**src/rtl/seq_karatsuba_pkg.sv**
```systemverilog
// Shared definitions for the sequential Karatsuba multiplier.
//   state_t     : FSM state encoding (IDLE, MUL_HH, MUL_LL, MUL_MID, COMBINE, DONE)
//   half_width  : derives the half operand width H from N
//   width_ok    : elaboration-time legality test for N (even, >= 4)
package seq_karatsuba_pkg;

    typedef enum logic [2:0] {
        IDLE    = 3'd0,
        MUL_HH  = 3'd1,
        MUL_LL  = 3'd2,
        MUL_MID = 3'd3,
        COMBINE = 3'd4,
        DONE    = 3'd5
    } state_t;

    function automatic int half_width(input int n);
        return n / 2;
    endfunction

    function automatic bit width_ok(input int n);
        return (n >= 4) && ((n % 2) == 0);
    endfunction

endpackage

```
**src/rtl/seq_karatsuba_mult_half.sv**
```systemverilog
// Combinational W x W -> 2W unsigned multiplier (karatsuba_half_mult).
// Power-of-two widths above 4 recurse one Karatsuba level into three
// W/2-bit instances of this same module; other widths (and the 4-bit leaf)
// use a plain shift-and-add array.
//   x, y : operands (W bits)
//   prod : x*y (2W bits)
module karatsuba_half_mult #(
    parameter int W = 8
) (
    input  logic [W-1:0]   x,
    input  logic [W-1:0]   y,
    output logic [2*W-1:0] prod
);

    localparam bit POW2 = ((W & (W - 1)) == 0);

    generate
        if (POW2 && (W > 4)) begin : g_kara
            localparam int HW = W / 2;

            logic [HW-1:0] xh, xl, yh, yl, dx, dy;
            logic [W-1:0]  hh, ll, mm;
            logic          neg;
            logic [2*W-1:0] mid;

            assign xh = x[W-1:HW];
            assign xl = x[HW-1:0];
            assign yh = y[W-1:HW];
            assign yl = y[HW-1:0];

            // (xl-xh)*(yh-yl) carried as magnitude plus sign
            assign dx  = (xl >= xh) ? (xl - xh) : (xh - xl);
            assign dy  = (yh >= yl) ? (yh - yl) : (yl - yh);
            assign neg = (xl < xh) ^ (yh < yl);

            karatsuba_half_mult #(.W(HW)) u_hh (.x(xh), .y(yh), .prod(hh));
            karatsuba_half_mult #(.W(HW)) u_ll (.x(xl), .y(yl), .prod(ll));
            karatsuba_half_mult #(.W(HW)) u_mm (.x(dx), .y(dy), .prod(mm));

            // Cross term is never negative, so modular 2W-bit arithmetic is exact
            assign mid = neg ? ({{W{1'b0}}, hh} + {{W{1'b0}}, ll} - {{W{1'b0}}, mm})
                             : ({{W{1'b0}}, hh} + {{W{1'b0}}, ll} + {{W{1'b0}}, mm});

            assign prod = {hh, ll} + (mid << HW);
        end else begin : g_array
            logic [2*W-1:0] acc;

            always_comb begin
                acc = '0;
                for (int i = 0; i < W; i++) begin
                    if (y[i]) begin
                        acc = acc + ({{W{1'b0}}, x} << i);
                    end
                end
            end

            assign prod = acc;
        end
    endgenerate

endmodule

```
**src/rtl/seq_karatsuba_mult.sv**
```systemverilog
// Sequential Karatsuba multiplier: one shared H-bit multiplier is reused for
// the high, low and middle partial products, then combined into a 2N-bit p.
//   clk, rst_n          : clock, asynchronous active-low reset
//   in_valid / in_ready : operand handshake (a, b captured when both high)
//   a, b                : N-bit operands
//   sgn                 : two's-complement mode, only with SEQ_KARATSUBA_SIGNED_EN
//   out_valid/out_ready : product handshake (p stable while out_valid && !out_ready)
//   p                   : 2N-bit product
//   busy                : high whenever the FSM is not IDLE
// Handshake rule: a transfer happens on a rising edge where valid and ready
// are both high; valid, once raised by this block, stays high with stable
// data until the transfer.
// Optional feature macro: SEQ_KARATSUBA_SIGNED_EN (signed operand support).
module seq_karatsuba_mult
    import seq_karatsuba_pkg::*;
#(
    parameter int N = 16
) (
    input  logic           clk,
    input  logic           rst_n,
    input  logic           in_valid,
    output logic           in_ready,
    input  logic [N-1:0]   a,
    input  logic [N-1:0]   b,
`ifdef SEQ_KARATSUBA_SIGNED_EN
    input  logic           sgn,
`endif
    output logic           out_valid,
    input  logic           out_ready,
    output logic [2*N-1:0] p,
    output logic           busy
);

    localparam int H = half_width(N);

    generate
        if (!width_ok(N)) begin : g_bad_width
            $error("seq_karatsuba_mult: N must be even and >= 4");
        end
    endgenerate

    state_t state, state_next;

    logic [N-1:0]   a_q, b_q;
    logic [N-1:0]   t2, t0, m;
    logic           neg;
    logic [2*N-1:0] p_q;

    logic [H-1:0]   hm_x, hm_y;
    logic [N-1:0]   hm_prod;
    logic [H-1:0]   dx, dy;
    logic [N:0]     t1;
    logic [2*N-1:0] prod_full;
    logic [N-1:0]   a_in, b_in;

`ifdef SEQ_KARATSUBA_SIGNED_EN
    logic sign_q;
    // Magnitudes; -2^(N-1) maps to 2^(N-1) which fits as an unsigned N-bit value
    assign a_in = (sgn && a[N-1]) ? (~a + 1'b1) : a;
    assign b_in = (sgn && b[N-1]) ? (~b + 1'b1) : b;
`else
    assign a_in = a;
    assign b_in = b;
`endif

    // ---------------- FSM ----------------
    always_ff @(posedge clk or negedge rst_n) begin
        if (!rst_n) begin
            state <= IDLE;
        end else begin
            state <= state_next;
        end
    end

    always_comb begin
        state_next = state;
        case (state)
            IDLE:    if (in_valid) state_next = MUL_HH;
            MUL_HH:  state_next = MUL_LL;
            MUL_LL:  state_next = MUL_MID;
            MUL_MID: state_next = COMBINE;
            COMBINE: state_next = DONE;
            DONE:    if (out_ready) state_next = IDLE;
            default: state_next = IDLE;
        endcase
    end

    assign in_ready  = (state == IDLE);
    assign out_valid = (state == DONE);
    assign busy      = (state != IDLE);
    assign p         = p_q;

    // ---------------- shared half multiplier ----------------
    assign dx = (a_q[H-1:0] >= a_q[N-1:H]) ? (a_q[H-1:0] - a_q[N-1:H])
                                           : (a_q[N-1:H] - a_q[H-1:0]);
    assign dy = (b_q[N-1:H] >= b_q[H-1:0]) ? (b_q[N-1:H] - b_q[H-1:0])
                                           : (b_q[H-1:0] - b_q[N-1:H]);

    always_comb begin
        hm_x = '0;
        hm_y = '0;
        case (state)
            MUL_HH:  begin hm_x = a_q[N-1:H]; hm_y = b_q[N-1:H]; end
            MUL_LL:  begin hm_x = a_q[H-1:0]; hm_y = b_q[H-1:0]; end
            MUL_MID: begin hm_x = dx;         hm_y = dy;         end
            default: begin hm_x = '0;         hm_y = '0;         end
        endcase
    end

    karatsuba_half_mult #(.W(H)) u_half_mult (
        .x    (hm_x),
        .y    (hm_y),
        .prod (hm_prod)
    );

    // ---------------- combine ----------------
    // t1 = al*bh + ah*bl; the subtract branch never underflows for real operands
    assign t1 = neg ? ({1'b0, t0} + {1'b0, t2} - {1'b0, m})
                    : ({1'b0, t0} + {1'b0, t2} + {1'b0, m});

    // t2<<N + t0 is just the concatenation, since t0 is exactly N bits
    assign prod_full = {t2, t0} + ({{(N-1){1'b0}}, t1} << H);

    // ---------------- datapath registers ----------------
    always_ff @(posedge clk or negedge rst_n) begin
        if (!rst_n) begin
            a_q    <= '0;
            b_q    <= '0;
            t2     <= '0;
            t0     <= '0;
            m      <= '0;
            neg    <= 1'b0;
            p_q    <= '0;
`ifdef SEQ_KARATSUBA_SIGNED_EN
            sign_q <= 1'b0;
`endif
        end else begin
            case (state)
                IDLE: begin
                    if (in_valid) begin
                        a_q    <= a_in;
                        b_q    <= b_in;
`ifdef SEQ_KARATSUBA_SIGNED_EN
                        sign_q <= sgn & (a[N-1] ^ b[N-1]);
`endif
                    end
                end
                MUL_HH:  t2 <= hm_prod;
                MUL_LL:  t0 <= hm_prod;
                MUL_MID: begin
                    m   <= hm_prod;
                    neg <= (a_q[H-1:0] < a_q[N-1:H]) ^ (b_q[N-1:H] < b_q[H-1:0]);
                end
                COMBINE: begin
`ifdef SEQ_KARATSUBA_SIGNED_EN
                    p_q <= sign_q ? (~prod_full + 1'b1) : prod_full;
`else
                    p_q <= prod_full;
`endif
                end
                default: ;
            endcase
        end
    end

endmodule
```
**config.mk**
```make
export PLATFORM = sky130hd
export DESIGN_NAME = seq_karatsuba_mult
export DESIGN_NICKNAME = d
export VERILOG_FILES = /design/src/rtl/seq_karatsuba_pkg.sv /design/src/rtl/seq_karatsuba_mult_half.sv /design/src/rtl/seq_karatsuba_mult.sv
export SDC_FILE = /design/constraint.sdc
export NUM_CORES = 1
export LEC_CHECK = 0
export BUFFER_PORTS_ARGS = -buffer_cell sky130_fd_sc_hd__buf_2
export CAP_MARGIN = 10
export CORE_MARGIN = 2
export CORE_UTILIZATION = 37
export CTS_CLUSTER_DIAMETER = 50
export DETAILED_ROUTE_END_ITERATION = 10
export GPL_TIMING_DRIVEN = 1
export SLEW_MARGIN = 20
export SYNTH_ARGS = -nofsm -noshare
export SYNTH_HDL_FRONTEND = slang
export SYNTH_SLANG_ARGS = --single-unit
```
**constraint.sdc**
```tcl
create_clock -name clk -period 12.64 [get_ports clk]
set_input_delay 1.896 -clock clk [delete_from_list [all_inputs] [get_ports clk]]
set_output_delay 1.896 -clock clk [all_outputs]
set_load 0.01 [all_outputs]
```
### Yosys cells after proc, flatten, opt, wreduce, memory -nomap -nowiden

Index checks and enable logic that the tools add are counted.
Widths: inputs -> output; s select.

| cells by class | value |
|---|---|
| magnitude comparators | 8 |
| muxes and demuxes | 23 |
| bitwise operators | 2 |
| equal/unequal tests | 7 |
| reduce and logical (&&, ||, !) cells | 4 |
| add/subtract/negate cells | 25 |

Operator list:

| operator | count |
|---|---|
| $mux 8 | 11 |
| $pmux 8 s3 | 2 |
| $add 32x25->32 | 1 |
| $sub 8x8->8 | 4 |
| $add 8x5->8 | 3 |
| $add 8x6->8 | 3 |
| $add 8x7->8 | 3 |
| $mux 4 | 5 |
| $pmux 3 s6 | 1 |
| $add 16x16->17 | 1 |
| $add 17x16->17 | 1 |
| $mux 17 | 1 |
| $sub 17x16->17 | 1 |
| $add 16x16->16 | 1 |
| $ge 8x8->1 | 2 |
| $lt 8x8->1 | 2 |
| $sub 4x4->4 | 4 |
| $add 12x8->12 | 1 |
| $mux 12 | 1 |
| $sub 12x8->12 | 1 |
| $add 8x8->9 | 1 |
| $ge 4x4->1 | 2 |
| $lt 4x4->1 | 2 |
| $eq 3x2->1 const B | 2 |
| other kinds (9) | 13 |

| word-level totals | value |
|---|---|
| word-level logic and storage cells | 77 |
| output and inout port bits | 35 |
| bits of input ports | 36 |
| bits in registers | 116 |

### Depth between registers and ports, before layout

Gate-level depths: netlist of the first run.

| depth | value |
|---|---|
| word-level depth | 15 |
| mapped depth | 51 |

### Hierarchy

A second synthesis of the first run with hierarchy kept.

| unflattened totals | value |
|---|---|
| cells, all modules | 1386 |
| area total of the unflattened synthesis | 12144.1 µm² |

Modules (own cells, without submodules):

| module | cells an instance | sequential area each (µm²) | area each (µm²) | times used |
|---|---|---|---|---|
| seq_karatsuba_mult | 917 | 2902.8 | 8336.7 | 1 |
| karatsuba_half_mult at u_half_mult | 262 | 0.0 | 2118.3 | 1 |
| karatsuba_half_mult at u_half_mult.g_kara.u_hh ... | 69 | 0.0 | 563.0 | 3 |

### Worst setup path before layout of the first run

OpenSTA, ideal clock, no wires.

| timing | value |
|---|---|
| kind | reg2reg |
| from | reg a_q[5] |
| to | reg t0[15] |
| clock period less this slack | 9245 ps |
| stages on the path, launching flop included | 42 |
| library setup time | 136 ps |
| path buffers | 1 |
| setup slack | 3395 ps |
| data arrival time | 9110 ps |
| required time | 12504 ps |
| path through | dfrtp_1 > inv_1 > ha_1 > buf_2 > a211oi_1 > o221ai_2 > nor2_4 > mux2_2 > nand3_1 > nand3_1 > xor2_1 > a222oi_1 > inv_1 > fa_1 > inv_1 > o31a_1 > nor2_1 > ha_1 > [... 6 more ...] > inv_1 > fa_1 > nor2_1 > a21o_1 > ha_1 > nor4_1 > nor3_1 > mux2i_1 > xnor2_1 > ha_1 > a21oi_1 > o21ai_0 > a21oi_1 > nor2b_1 > o21ai_0 > a21oi_1 > xnor2_1 > o21ai_0 |

| on the way | value |
|---|---|
| cells in the longest elaborated chain, start to end | 15 |
| elaborated cells between the ends (all ways) | 37 |

RTL lines:

| what | RTL line | source |
|---|---|---|
| from (decl) | seq_karatsuba_mult.sv:44 | `logic [N-1:0] a_q, b_q;` |
| from (signal assigned) | seq_karatsuba_mult.sv:141 | `a_q <= a_in;` |
| $sub 8x8->8 (tied with other cells) | seq_karatsuba_mult.sv:95 | `: (a_q[N-1:H] - a_q[H-1:0]);` |
| $mux 8 | seq_karatsuba_mult.sv:94 | `assign dx = (a_q[H-1:0] >= a_q[N-1:H]) ? (a_q[H-1:0] - a_q[N-1:H])` |
| $pmux 8 s3 * | seq_karatsuba_mult.sv:102 | `case (state)` |
| $sub 4x4->4 or $ge 4x4->1 (tied branches) | seq_karatsuba_mult_half.sv:32 | `assign dx = (xl >= xh) ? (xl - xh) : (xh - xl);` |
| $mux 4 | seq_karatsuba_mult_half.sv:32 |  |
| $mux 4 | seq_karatsuba_mult_half.sv:51 | `if (y[i]) begin` |
| $add 8x5->8 | seq_karatsuba_mult_half.sv:52 | `acc = acc + ({{W{1'b0}}, x} << i);` |
| $mux 8 | seq_karatsuba_mult_half.sv:51 |  |
| $add 8x6->8 | seq_karatsuba_mult_half.sv:52 |  |
| $mux 8 | seq_karatsuba_mult_half.sv:51 |  |
| $add 8x7->8 | seq_karatsuba_mult_half.sv:52 |  |
| $mux 8 | seq_karatsuba_mult_half.sv:51 |  |
| $add 12x8->12 or $sub 12x8->12 (tied branches) | seq_karatsuba_mult_half.sv:42, seq_karatsuba_mult_half.sv:41 |  |
| $mux 12 | seq_karatsuba_mult_half.sv:41 | `assign mid = neg ? ({{W{1'b0}}, hh} + {{W{1'b0}}, ll} - {{W{1'b0}}, mm})` |
| $add 16x16->16 * | seq_karatsuba_mult_half.sv:44 | `assign prod = {hh, ll} + (mid << HW);` |
| to (signal assigned) | seq_karatsuba_mult.sv:149 | `MUL_LL: t0 <= hm_prod;` |
| to (decl) | seq_karatsuba_mult.sv:45 | `logic [N-1:0] t2, t0, m;` |

Every way passes the cells marked *; elsewhere a longest branch is shown, timed or not.
A chain may end at the register's enable or synchronous reset.

### Worst setup path after layout of the first run

| timing | value |
|---|---|
| from | reg a_q[6] |
| to | reg m[15] |

| on the way | value |
|---|---|
| cells in the longest elaborated chain, start to end | 15 |
| elaborated cells between the ends (all ways) | 37 |

RTL lines:

| what | RTL line | source |
|---|---|---|
| $sub 8x8->8 (tied with other cells) | seq_karatsuba_mult.sv:95 |  |
| $mux 8 | seq_karatsuba_mult.sv:94 |  |
| $pmux 8 s3 * | seq_karatsuba_mult.sv:102 |  |
| $sub 4x4->4 or $ge 4x4->1 (tied branches) | seq_karatsuba_mult_half.sv:32 |  |
| $mux 4 | seq_karatsuba_mult_half.sv:32 |  |
| $mux 4 | seq_karatsuba_mult_half.sv:51 |  |
| $add 8x5->8 | seq_karatsuba_mult_half.sv:52 |  |
| $mux 8 | seq_karatsuba_mult_half.sv:51 |  |
| $add 8x6->8 | seq_karatsuba_mult_half.sv:52 |  |
| $mux 8 | seq_karatsuba_mult_half.sv:51 |  |
| $add 8x7->8 | seq_karatsuba_mult_half.sv:52 |  |
| $mux 8 | seq_karatsuba_mult_half.sv:51 |  |
| $add 12x8->12 or $sub 12x8->12 (tied branches) | seq_karatsuba_mult_half.sv:42, seq_karatsuba_mult_half.sv:41 |  |
| $mux 12 | seq_karatsuba_mult_half.sv:41 |  |
| $add 16x16->16 * | seq_karatsuba_mult_half.sv:44 |  |
| to (signal assigned) | seq_karatsuba_mult.sv:151 | `m <= hm_prod;` |
| to (decl) | seq_karatsuba_mult.sv:45 |  |

Marks and branches as above.

==> results of run 1 <==
-- logic make-up (layout without fill, tap and decap cells) --
logic type,after synthesis,count (layout),synth area share
AOI/OAI and AO/OA,382,382,0.199
xor gates and xnor gates,108,108,0.0797
adders and majority gates,186,186,0.211
buffers and inverters,162,230,0.0562
DFF,116,116,0.245
muxes,58,58,0.0539
and+or+nand+nor,407,407,0.155
-- critical path: cells and delay by family, from the launching register on --
kind,cells,cell delay [ps]
mux,3,810
simple gates,6,820
xor+xnor,3,510
buf+inv,3,650
compound gates,15,3620
flops,1,360
fa+ha+maj,9,3440
-- area by class of cell --
type                    instances  area share
multi-input cells            1141       0.631
well taps                     402      0.0382
clock buffers                  17      0.0323
flip-flops and latches        116       0.221
repair buffers                 79      0.0318
clock inverters                15      0.0120
inverters                     119      0.0340
-- synth_stat cells (all sizes together), types with 24 or more instances --
cell type    n
nand2      168
ha         161
o21ai      140
inv        119
dfrtp      116
nor2       107
a21oi       97
xnor2       78
mux2        38
nor3        34
a21o        32
clkbuf      31
xor2        30
fa          24
-- per-layer routing --
metal	up-vias	wire [um]	track usage
met5	-	0	0
li1	5061	-	-
met4	0	565	0.0506
met1	4641	13500	0.233
met2	177	13500	0.302
met3	26	1040	0.0276
-- sequential cells by signal, indices dropped and copies added (netlist names) --
name,count
t2,16
b_q,16
state,3
p,32
t0,16
a_q,16
neg,1
m,16
-- metrics by stage --
stage | setup slack [ps] | cells
after floorplan | 3390 | 1419
after detailed placement | 2300 | 1856
after CTS | 2250 | 1888
after global routing | 1380 | 1889
final | 2250 | 1889
after global placement | 2560 | 1856
-- worst max-delay path by stage --
stage,end,slack (ps),depth (start not counted),from
after global routing,m[15],1380,40,a_q[6]
final,m[15],2250,39,a_q[6]
after global placement,m[15],2560,39,a_q[5]
after CTS,m[15],2250,39,a_q[5]
after detailed placement,m[15],2300,39,a_q[5]
after floorplan,t0[15],3390,41,a_q[5]
==> summary.txt, run 1 <==
Status
  – Status: finished clean

Setup path
  – Required time reported for the critical path endpoint: 12910 ps
  – Endpoint arrival time on the critical path: 10660 ps
  – Crit path max-delay cell type: a222oi_1
  – Crit Reg-Reg Endpoint: m[15]
  – Kind of start point of the critical path: flip-flop
  – Type of the worst setup path: reg2reg
  – Longest individual stage delay on the worst path: 830 ps
  – Worst R2R Setup Slack: 2250 ps
  – Worst Reg2Reg Path Length in Cells: 39
  – R2r startpoint: a_q[6]
  – Highest net fanout along the worst path: 9
  – Kind of end point of the critical path: flip-flop

Logic synthesis
  – Most instantiated flip-flop cell in the synthesis netlist: dfrtp_1
  – Async SR Flop Fraction: 1.00
  – Mean instance size in the synthesized netlist: 8.36 um2
  – Seq/Total Area, Yosys: 0.245
  – Gate Count Post-Synth: 1419
  – Syn Nets: 1640
  – Distinct cell type count after synthesis: 73
  – Flops & latches, synth: 116
  – Top cell type by total area after synthesis: dfrtp_1
  – Leading post-synthesis cells by cell area: dfrtp_1 24%, ha_1 17%, xnor2_1 5.8%
  – Count of warnings emitted by yosys: 0
  – Area share of the largest cell type after synthesis: 0.245
  – Number of enable flip-flop cells after synthesis: 0
  – Total standard cell area after synthesis: 11900 um2

Routing
  – Average via count per standard cell: 5.24
  – Final WL: 28600 um
  – DR DRC count: 0
  – Count of vias placed by the detailed router: 9905
  – Starting DRC count in detailed routing: 629
  – Pre-Repair DR Iteration Count: 5
  – Count of antenna-violating nets left after detailed routing: 0
  – Mean routed wirelength per cell: 15.1 um

Floorplan
  – I/O pin total: 71
  – Core Box Area: 31600 um2
  – Die span in x: 183 um
  – Full die area: 33500 um2
  – Die Height: 183 um
  – Initial Util: 0.376
  – Num rows: 65

Clock tree
  – Deepest level of the CTS H-tree: 4
  – Number of sinks handled by clock tree synthesis: 116
  – Root buf cell: clkbuf_16
  – Post-cts gate resize count: 0
  – Number of CTS-inserted buffers: 17
  – Setup fix buffers added after clock tree synthesis: 0
  – Clock slew seen by the registers of the worst setup and hold paths: 60 ps
  – TritonCTS clock tree: done
  – Worst skew pair latency: 430 ps
  – CTS Hold Bufs: 0
  – Maximum clock insertion buffer count: 2

Placement
  – Total of buffers placed on input and output ports: 70
  – Placer congestion estimate: 0.898
  – Sum of net half-perimeters after detailed placement: 22800 um
  – Standard cell area after detailed placement: 12600 um2

STA
  – Transition at the pin with the smallest max-transition slack: 1120 ps
  – Total negative slack for setup checks: 0 ps
  – Unrepaired setup endpoints after global routing: no
  – Final hold violation count: 0
  – Worst-case clock skew: 15.7 ps
  – Total of endpoints with negative setup slack in the final report: 0
  – Final Max Tran Viols: 0
  – Tcrit/Tclk final: 0.822
  – Final critical path time including I/O delays and setup: 10390 ps
  – Hold slack final: 469 ps
  – Relative slew slack: 0.249
  – Fmax: 96.2 MHz

Final layout
  – Multi-input gate area: 8300 um2
  – Antenna cell count: 0
  – Combined flip-flop and latch cell area: 2900 um2
  – Fraction of final layout cells with drive strength greater than 1: 0.116
  – Syn-to-layout area delta: 10.8%
  – Share of the core filled with cells: 0.417
  – Net count, final: 1695
  – Commonest non-fill, non-tap cell in the layout: nand2_1
  – Final instance area: 13200 um2
  – Total of fill cells in the finished design: 3214
  – Commonest cells after routing, fill and taps aside: 167 x nand2_1, 161 x ha_1, 136 x o21ai_0, 119 x inv_1, 116 x dfrtp_1

Min path
  – Startpoint of the lowest-slack hold path: p[13]
  – Worst Hold Path Cells: 2
  – Hold Crit Endpoint: p[13]
  – Class of the most critical hold timing path: reg2reg

Global routing
  – Global route total overflow: 0
  – Initial antenna violation count: 0
  – Largest net degree at the start of global routing: 73
  – First-pass GRT wire length: 48200 um
  – Overall global routing resource usage: 0.178
  – Number of global-route vias before repair: 9728

Flow run
  – Max-cap violation count: 0
Power of run 1 is not shown: default switching activity piles up to over one toggle a cycle in this logic, so the estimate is an artifact.
==> run 2: changes to the inputs <==
--- a/config.mk
+++ b/config.mk
@@ -5,6 +5,7 @@
 export SDC_FILE = /design/constraint.sdc
 export NUM_CORES = 1
 export LEC_CHECK = 0
+export ABC_AREA = 1
 export BUFFER_PORTS_ARGS = -buffer_cell sky130_fd_sc_hd__buf_2
 export CAP_MARGIN = 10
 export CORE_MARGIN = 2
==> constraint.sdc (replaced) <==
create_clock -name clk -period 8.45 [get_ports clk]
set_input_delay 1.2675 -clock clk [delete_from_list [all_inputs] [get_ports clk]]
set_output_delay 1.2675 -clock clk [all_outputs]
set_load 0.01 [all_outputs]
==> run 2 against run 1 <==
Compared with the run above:
- via count up 15%
- global-route usage increased by 0.91 points
- non-clock buffer count grew 46
- wire length grew 14%
- flip-flop and latch count unchanged
- cell area is 12% higher
- first-iteration DRC count rose by 2.7%
- setup slack got worse by 1900 ps
- area after synthesis up 4.7%
- critical path depth up 15
- highest routed layer unchanged
==> summary.txt, run 2 <==
Global routing
  – Met2 Usage GRT: 0.327 (was 0.302)
  – Overall global routing resource usage: 0.187 (was 0.178)
  – Largest net degree at the start of global routing: 70 (was 73)
  – First-pass GRT wire length: 53700 um (was 48200 um)
  – Met1 track utilization from global routing: 0.239 (was 0.233)
  – Initial antenna violation count: 0 (unchanged)
  – Number of global-route vias before repair: 11000 (was 9728)
  – GRT met3 Usage: 0.0265 (was 0.0276)
  – Busiest metal layer after global routing: met2 (unchanged)
  – Global route total overflow: 0 (unchanged)

Final layout
  – Final instance area: 14700 um2 (was 13200 um2)
  – Antenna cell count: 0 (unchanged)
  – Total of fill cells in the finished design: 3448 (was 3214)
  – Commonest non-fill, non-tap cell in the layout: nand2_1 (unchanged)
  – Max FFs per register: 32 (unchanged)
  – Net count, final: 2066 (was 1695)
  – Commonest cells after routing, fill and taps aside: 363 x nand2_1, 255 x inv_1, 146 x ha_1, 143 x a21oi_1, 115 x dfrtp_1 (was 167 x nand2_1, 161 x ha_1, 136 x o21ai_0, 119 x inv_1, 116 x dfrtp_1)
  – Syn-to-layout area delta: 18.1% (was 10.8%)
  – Fraction of final layout cells with drive strength greater than 1: 0.172 (was 0.116)

Logic synthesis
  – Post-synthesis compound-gate area fraction: 0.165 (was 0.199)
  – Fraction of synthesized cell area in xor and xnor cells: 0.0768 (was 0.0797)
  – Total standard cell area after synthesis: 12400 um2 (was 11900 um2)
  – Number of enable flip-flop cells after synthesis: 0 (unchanged)
  – Dominant combinational cell family by area after synthesis: simple AND/OR/NAND/NOR gates (was adder cells)
  – Count of warnings emitted by yosys: 0 (unchanged)
  – Syn Nets: 1954 (was 1640)
  – Mean instance size in the synthesized netlist: 7.17 um2 (was 8.36 um2)
  – Async SR Flop Fraction: 1.00 (unchanged)
  – Leading post-synthesis cells by cell area: dfrtp_1 23%, ha_1 16%, nand2_1 11% (was dfrtp_1 24%, ha_1 17%, xnor2_1 5.8%)
  – Most instantiated flip-flop cell in the synthesis netlist: dfrtp_1 (unchanged)
  – Seq/Total Area, Yosys: 0.234 (was 0.245)
  – Flops & latches, synth: 116 (unchanged)
  – Most repeated cell in the gate-level netlist after synthesis: nand2_1 (unchanged)
  – Post-synthesis share of cell area spent on full adders, half adders and majority gates: 0.201 (was 0.211)
  – Post-synthesis share of cell area spent on and, or, nand and nor gates: 0.222 (was 0.155)
  – Multiplexer share of the synthesized area: 0.00342 (was 0.0539)
  – Gate Count Post-Synth: 1733 (was 1419)
  – Top cell type by total area after synthesis: dfrtp_1 (unchanged)
  – Area share of the largest cell type after synthesis: 0.234 (was 0.245)
  – Most common library cells after synthesis: 373 x nand2_1, 265 x inv_1, 161 x ha_1 (was 168 x nand2_1, 161 x ha_1, 136 x o21ai_0)
  – Distinct cell type count after synthesis: 54 (was 73)

Clock tree
  – Number of sinks handled by clock tree synthesis: 116 (unchanged)
  – Clock slew seen by the registers of the worst setup and hold paths: 60 ps (about the same)
  – CTS Hold Bufs: 0 (unchanged)
  – TritonCTS clock tree: done (unchanged)
  – Deepest level of the CTS H-tree: 4 (unchanged)
  – Worst skew pair latency: 430 ps (about the same)
  – Number of CTS-inserted buffers: 17 (unchanged)
  – Root buf cell: clkbuf_16 (unchanged)
  – Maximum clock insertion buffer count: 2 (unchanged)

Placement
  – Sum of net half-perimeters after detailed placement: 26200 um (was 22800 um)
  – Placer congestion estimate: 0.938 (was 0.898)
  – Post-Place Worst Slack: -199 ps (was 2300 ps)
  – Total of buffers placed on input and output ports: 70 (unchanged)
  – Standard cell area after detailed placement: 13500 um2 (was 12600 um2)

STA
  – Worst-case clock skew: 6.04 ps (was 15.7 ps)
  – Relative slew slack: 0.375 (was 0.249)
  – Final Max Tran Viols: 0 (unchanged)
  – Total negative slack for setup checks: 0 ps (unchanged)
  – Fmax: 124 MHz (was 96.2 MHz)
  – Total of endpoints with negative setup slack in the final report: 0 (unchanged)
  – Final hold violation count: 0 (unchanged)
  – Slack of the critical path: 388 ps (was 2250 ps)
  – Transition at the pin with the smallest max-transition slack: 934 ps (was 1120 ps)
  – Hold slack final: 467 ps (was 469 ps)
  – Tcrit/Tclk final: 0.954 (was 0.822)
  – Final critical path time including I/O delays and setup: 8060 ps (was 10390 ps)

Floorplan
  – Die span in x: 187 um (was 183 um)
  – Initial Util: 0.373 (was 0.376)
  – Die Height: 187 um (was 183 um)
  – Core Box Area: 33300 um2 (was 31600 um2)
  – Full die area: 35100 um2 (was 33500 um2)
  – I/O pin total: 71 (unchanged)
  – Num rows: 67 (was 65)

Routing
  – Starting DRC count in detailed routing: 646 (was 629)
  – Final WL: 32700 um (was 28600 um)
  – Pre-Repair DR Iteration Count: 7 (was 5)
  – Count of antenna-violating nets left after detailed routing: 0 (unchanged)
  – Count of vias placed by the detailed router: 11400 (was 9905)
  – Average via count per standard cell: 4.92 (was 5.24)
  – DR DRC count: 0 (unchanged)
  – Mean routed wirelength per cell: 14.2 um (was 15.1 um)

Setup path
  – Highest net fanout along the worst path: 4 (was 9)
  – Timing startpoint of the critical path: a_q[0] (was a_q[6])
  – R2r startpoint: a_q[0] (was a_q[6])
  – Kind of end point of the critical path: flip-flop (unchanged)
  – Required time reported for the critical path endpoint: 8760 ps (was 12910 ps)
  – Longest individual stage delay on the worst path: 580 ps (was 830 ps)
  – Endpoint arrival time on the critical path: 8370 ps (was 10660 ps)
  – Crit path max-delay cell type: fa_2 (was a222oi_1)
  – Kind of start point of the critical path: flip-flop (unchanged)
  – Type of the worst setup path: reg2reg (unchanged)
  – Worst Reg2Reg Path Length in Cells: 54 (was 39)

Min path
  – Class of the most critical hold timing path: reg2reg (unchanged)
  – Worst Hold Path Cells: 2 (unchanged)
  – Startpoint of the lowest-slack hold path: p[5] (was p[13])

Status
  – Status: finished clean (unchanged)

Flow run
  – Max-cap violation count: 0 (unchanged)
-- run 2: worst max-delay path: cells and delay by family (launching register included) --
family	cells	cell delay (ps)
buffers and inverters	11	770
adder cells (fa/ha/maj)	12	3700
flip-flops	1	410
AND/OR/NAND/NOR	13	980
XOR/XNOR	2	350
AO/OA/AOI/OAI	16	1720
-- run 2: path summary, 6_finish.rpt --
path | end | slack (ps)
max reg2reg | m[14] | 390
min reg2reg | p[5] | 470
min | p[5] | 470
max | m[14] | 390
max in group asynchronous | a_q[8] | 6250
min in group asynchronous | p[22] | 960
-- run 2: cell type report --
class / instances / area [um2] / share of cell area
Multi-Input combinational cell: 1299 / 8680 / 0.591
Sequential cell: 116 / 2900 / 0.198
Inverter: 286 / 1080 / 0.0736
Timing Repair Buffer: 125 / 769 / 0.0524
Tap cell: 448 / 561 / 0.0382
Clock buffer: 22 / 464 / 0.0316
Clock inverter: 10 / 225 / 0.0153
-- run 2: logic make-up after synthesis --
| kind of cell | after synthesis |
|---|---|
| buffers and inverters | 318 |
| XOR/XNOR | 109 |
| flip-flops | 116 |
| adder cells (fa/ha/maj) | 185 |
| multiplexers | 4 |
| AND/OR/NAND/NOR | 638 |
| AO/OA/AOI/OAI | 363 |
-- run 2: metrics by stage --
stage / std cells / util
after global routing: 2306 / 0.441
after CTS: 2291 / 0.427
final: 2306 / 0.441
after global placement: 2254 / 0.405
after detailed placement: 2254 / 0.405
after floorplan: 1733 / -
-- run 2: what timing repair did --
item / 4_1_cts / 5_1_grt
gates resized for setup: 6 / 102
setup endpoints to repair: 9 / 21
pin swaps: 2 / 42
buffers inserted: 5 / 15
-- run 2: layer usage --
metal / wire length, um / vias to the layer above
met5: 0 / -
met4: 699 / 0
met3: 972 / 52
met2: 16100 / 200
met1: 14900 / 5251
li1: - / 5849
Power of run 2 is left out for the same reason.
==> run 3: changes to the inputs <==
--- a/config.mk
+++ b/config.mk
@@ -5,7 +5,6 @@
 export SDC_FILE = /design/constraint.sdc
 export NUM_CORES = 1
 export LEC_CHECK = 0
-export ABC_AREA = 1
 export BUFFER_PORTS_ARGS = -buffer_cell sky130_fd_sc_hd__buf_2
 export CAP_MARGIN = 10
 export CORE_MARGIN = 2
==> run 3 against run 2 <==
Compared with the run above:
- worst hold slack improved by 1.2 ps
- wire length fell by 4.7%
- the run now ends with setup timing left
- via count fell by 6.2%
- flip-flop and latch count did not move
- largest cell class unchanged
- highest routed layer unchanged
- global-route usage rose by 0.15 points
- sequential share of layout area fell by 0.40 points
==> summary.txt, run 3 (synthesis results as in run 1) <==
Final layout
  – Commonest non-fill, non-tap cell in the layout: buf_4 (was nand2_1)
  – Max FFs per register: 32 (unchanged)
  – Commonest cells after routing, fill and taps aside: 174 x buf_4, 167 x nand2_1, 145 x ha_1, 116 x dfrtp_1, 114 x o21ai_0 (was 363 x nand2_1, 255 x inv_1, 146 x ha_1, 143 x a21oi_1, 115 x dfrtp_1)
  – Net count, final: 1864 (was 2066)
  – Antenna cell count: 0 (unchanged)
  – Fraction of final layout cells with drive strength greater than 1: 0.258 (was 0.172)
  – Syn-to-layout area delta: 26.2% (was 18.1%)

STA
  – Transition at the pin with the smallest max-transition slack: 1060 ps (was 934 ps)
  – Unrepaired setup endpoints after global routing: yes
  – Hold slack final: 468 ps (was 467 ps)
  – Final hold violation count: 0 (unchanged)
  – Total negative slack for setup checks: -3210 ps (was 0 ps)
  – Final Max Tran Viols: 0 (unchanged)
  – Tcrit/Tclk final: 1.04 (was 0.954)
  – Fmax: 114 MHz (was 124 MHz)
  – Relative slew slack: 0.290 (was 0.375)
  – Worst-case clock skew: 12.8 ps (was 6.04 ps)
  – Final critical path time including I/O delays and setup: 8750 ps (was 8060 ps)
  – Slack of the critical path: -302 ps (was 388 ps)
  – Total of endpoints with negative setup slack in the final report: 15 (was 0)

Placement
  – Sum of net half-perimeters after detailed placement: 24400 um (was 26200 um)
  – Placer congestion estimate: 0.847 (was 0.938)
  – Post-Place Worst Slack: -530 ps (was -199 ps)
  – Total of buffers placed on input and output ports: 70 (unchanged)

Global routing
  – Initial antenna violation count: 0 (unchanged)
  – Largest net degree at the start of global routing: 71 (was 70)
  – Number of global-route vias before repair: 10500 (was 11000)
  – Overall global routing resource usage: 0.188 (was 0.187)
  – First-pass GRT wire length: 51100 um (was 53700 um)
  – Global route total overflow: 0 (unchanged)

Clock tree
  – Worst skew pair latency: 430 ps (about the same)
  – CTS Hold Bufs: 0 (unchanged)
  – Root buf cell: clkbuf_16 (unchanged)
  – Number of sinks handled by clock tree synthesis: 116 (unchanged)
  – Deepest level of the CTS H-tree: 4 (unchanged)
  – Clock slew seen by the registers of the worst setup and hold paths: 60 ps (about the same)
  – TritonCTS clock tree: done (unchanged)
  – Number of CTS-inserted buffers: 17 (unchanged)
  – Maximum clock insertion buffer count: 2 (unchanged)

Setup path
  – Highest net fanout along the worst path: 5 (was 4)
  – Kind of start point of the critical path: flip-flop (unchanged)
  – Crit path max-delay cell type: fa_2 (unchanged)
  – Kind of end point of the critical path: flip-flop (unchanged)
  – Worst Reg2Reg Path Length in Cells: 43 (was 54)
  – Endpoint arrival time on the critical path: 9060 ps (was 8370 ps)
  – Longest individual stage delay on the worst path: 520 ps (was 580 ps)
  – Type of the worst setup path: reg2reg (unchanged)
  – Most numerous cell on the critical path: ha_4
  – Required time reported for the critical path endpoint: 8750 ps (was 8760 ps)

Floorplan
  – Core Box Area: 31600 um2 (was 33300 um2)
  – Full die area: 33500 um2 (was 35100 um2)
  – Num rows: 65 (was 67)
  – Die span in x: 183 um (was 187 um)
  – Die Height: 183 um (was 187 um)
  – Initial Util: 0.376 (was 0.373)
  – I/O pin total: 71 (unchanged)

Routing
  – Mean routed wirelength per cell: 15.1 um (was 14.2 um)
  – DR DRC count: 0 (unchanged)
  – Final WL: 31200 um (was 32700 um)
  – Starting DRC count in detailed routing: 571 (was 646)
  – Average via count per standard cell: 5.17 (was 4.92)
  – Pre-Repair DR Iteration Count: 5 (was 7)
  – Count of antenna-violating nets left after detailed routing: 0 (unchanged)
  – Count of vias placed by the detailed router: 10600 (was 11400)

Status
  – Failing checks: setup timing
  – Status: complete, but fails checks (was finished clean)

Min path
  – Worst Hold Path Cells: 2 (unchanged)
  – Class of the most critical hold timing path: reg2reg (unchanged)

Flow run
  – Max-cap violation count: 0 (unchanged)
==> run 3: final timing paths <==
path	slack, ps	endpoint	from
min in group asynchronous	830	t0[1]	rst_n
hold / removal	470	p[13]	p[13]
setup / recovery	-300	t2[13]	a_q[14]
max in group asynchronous	6320	t2[7]	rst_n
hold reg to reg	470	p[13]	p[13]
setup reg to reg	-300	t2[13]	a_q[14]
==> run 3: metal layers <==
layer  up-vias  GRT usage  part of all wire
li1       5400          -                 -
met1      5001      0.232              0.45
met2       194      0.336              0.49
met3        52     0.0222             0.028
met4         0     0.0730             0.032
met5         -          0                 0
==> run 3: timing repair <==
| action | 4_1_cts | 5_1_grt |
|---|---|---|
| pin swaps | 40 | 57 |
| endpoints found under the setup margin | 18 | 21 |
| gates resized for setup | 44 | 62 |
| setup buffers | 20 | 17 |
==> run 3: metrics by stage <==
stage | area (um2) | cells | utilization
2_1_floorplan | 12000 | 1419 | -
3_3_place_gp | 13700 | 1991 | 0.434
3_5_place_dp | 13700 | 1991 | 0.434
4_1_cts | 14600 | 2043 | 0.463
5_1_grt | 15000 | 2058 | 0.475
6_report | 15000 | 2058 | 0.475
==> run 3: cell type report <==
type                            count  area (um2)
Clock inverter                     13         124
Clock buffer                       19         453
Inverter                          119         454
Timing Repair Buffer              248        1710
Multi-Input combinational cell   1141        8830
Fill cell                        3002       16600
Tap cell                          402         503
Sequential cell                   116        2900
==> run 3: critical path: cells and delay by family (launching register included) <==
kind            cells  cell delay (ps)
fa+ha+maj          11             3320
simple gates        8             1150
flops               1              380
mux                 3              680
xor+xnor            2              330
compound gates     13             2160
buf+inv             6              580
Power of run 3 is left out for the same reason.
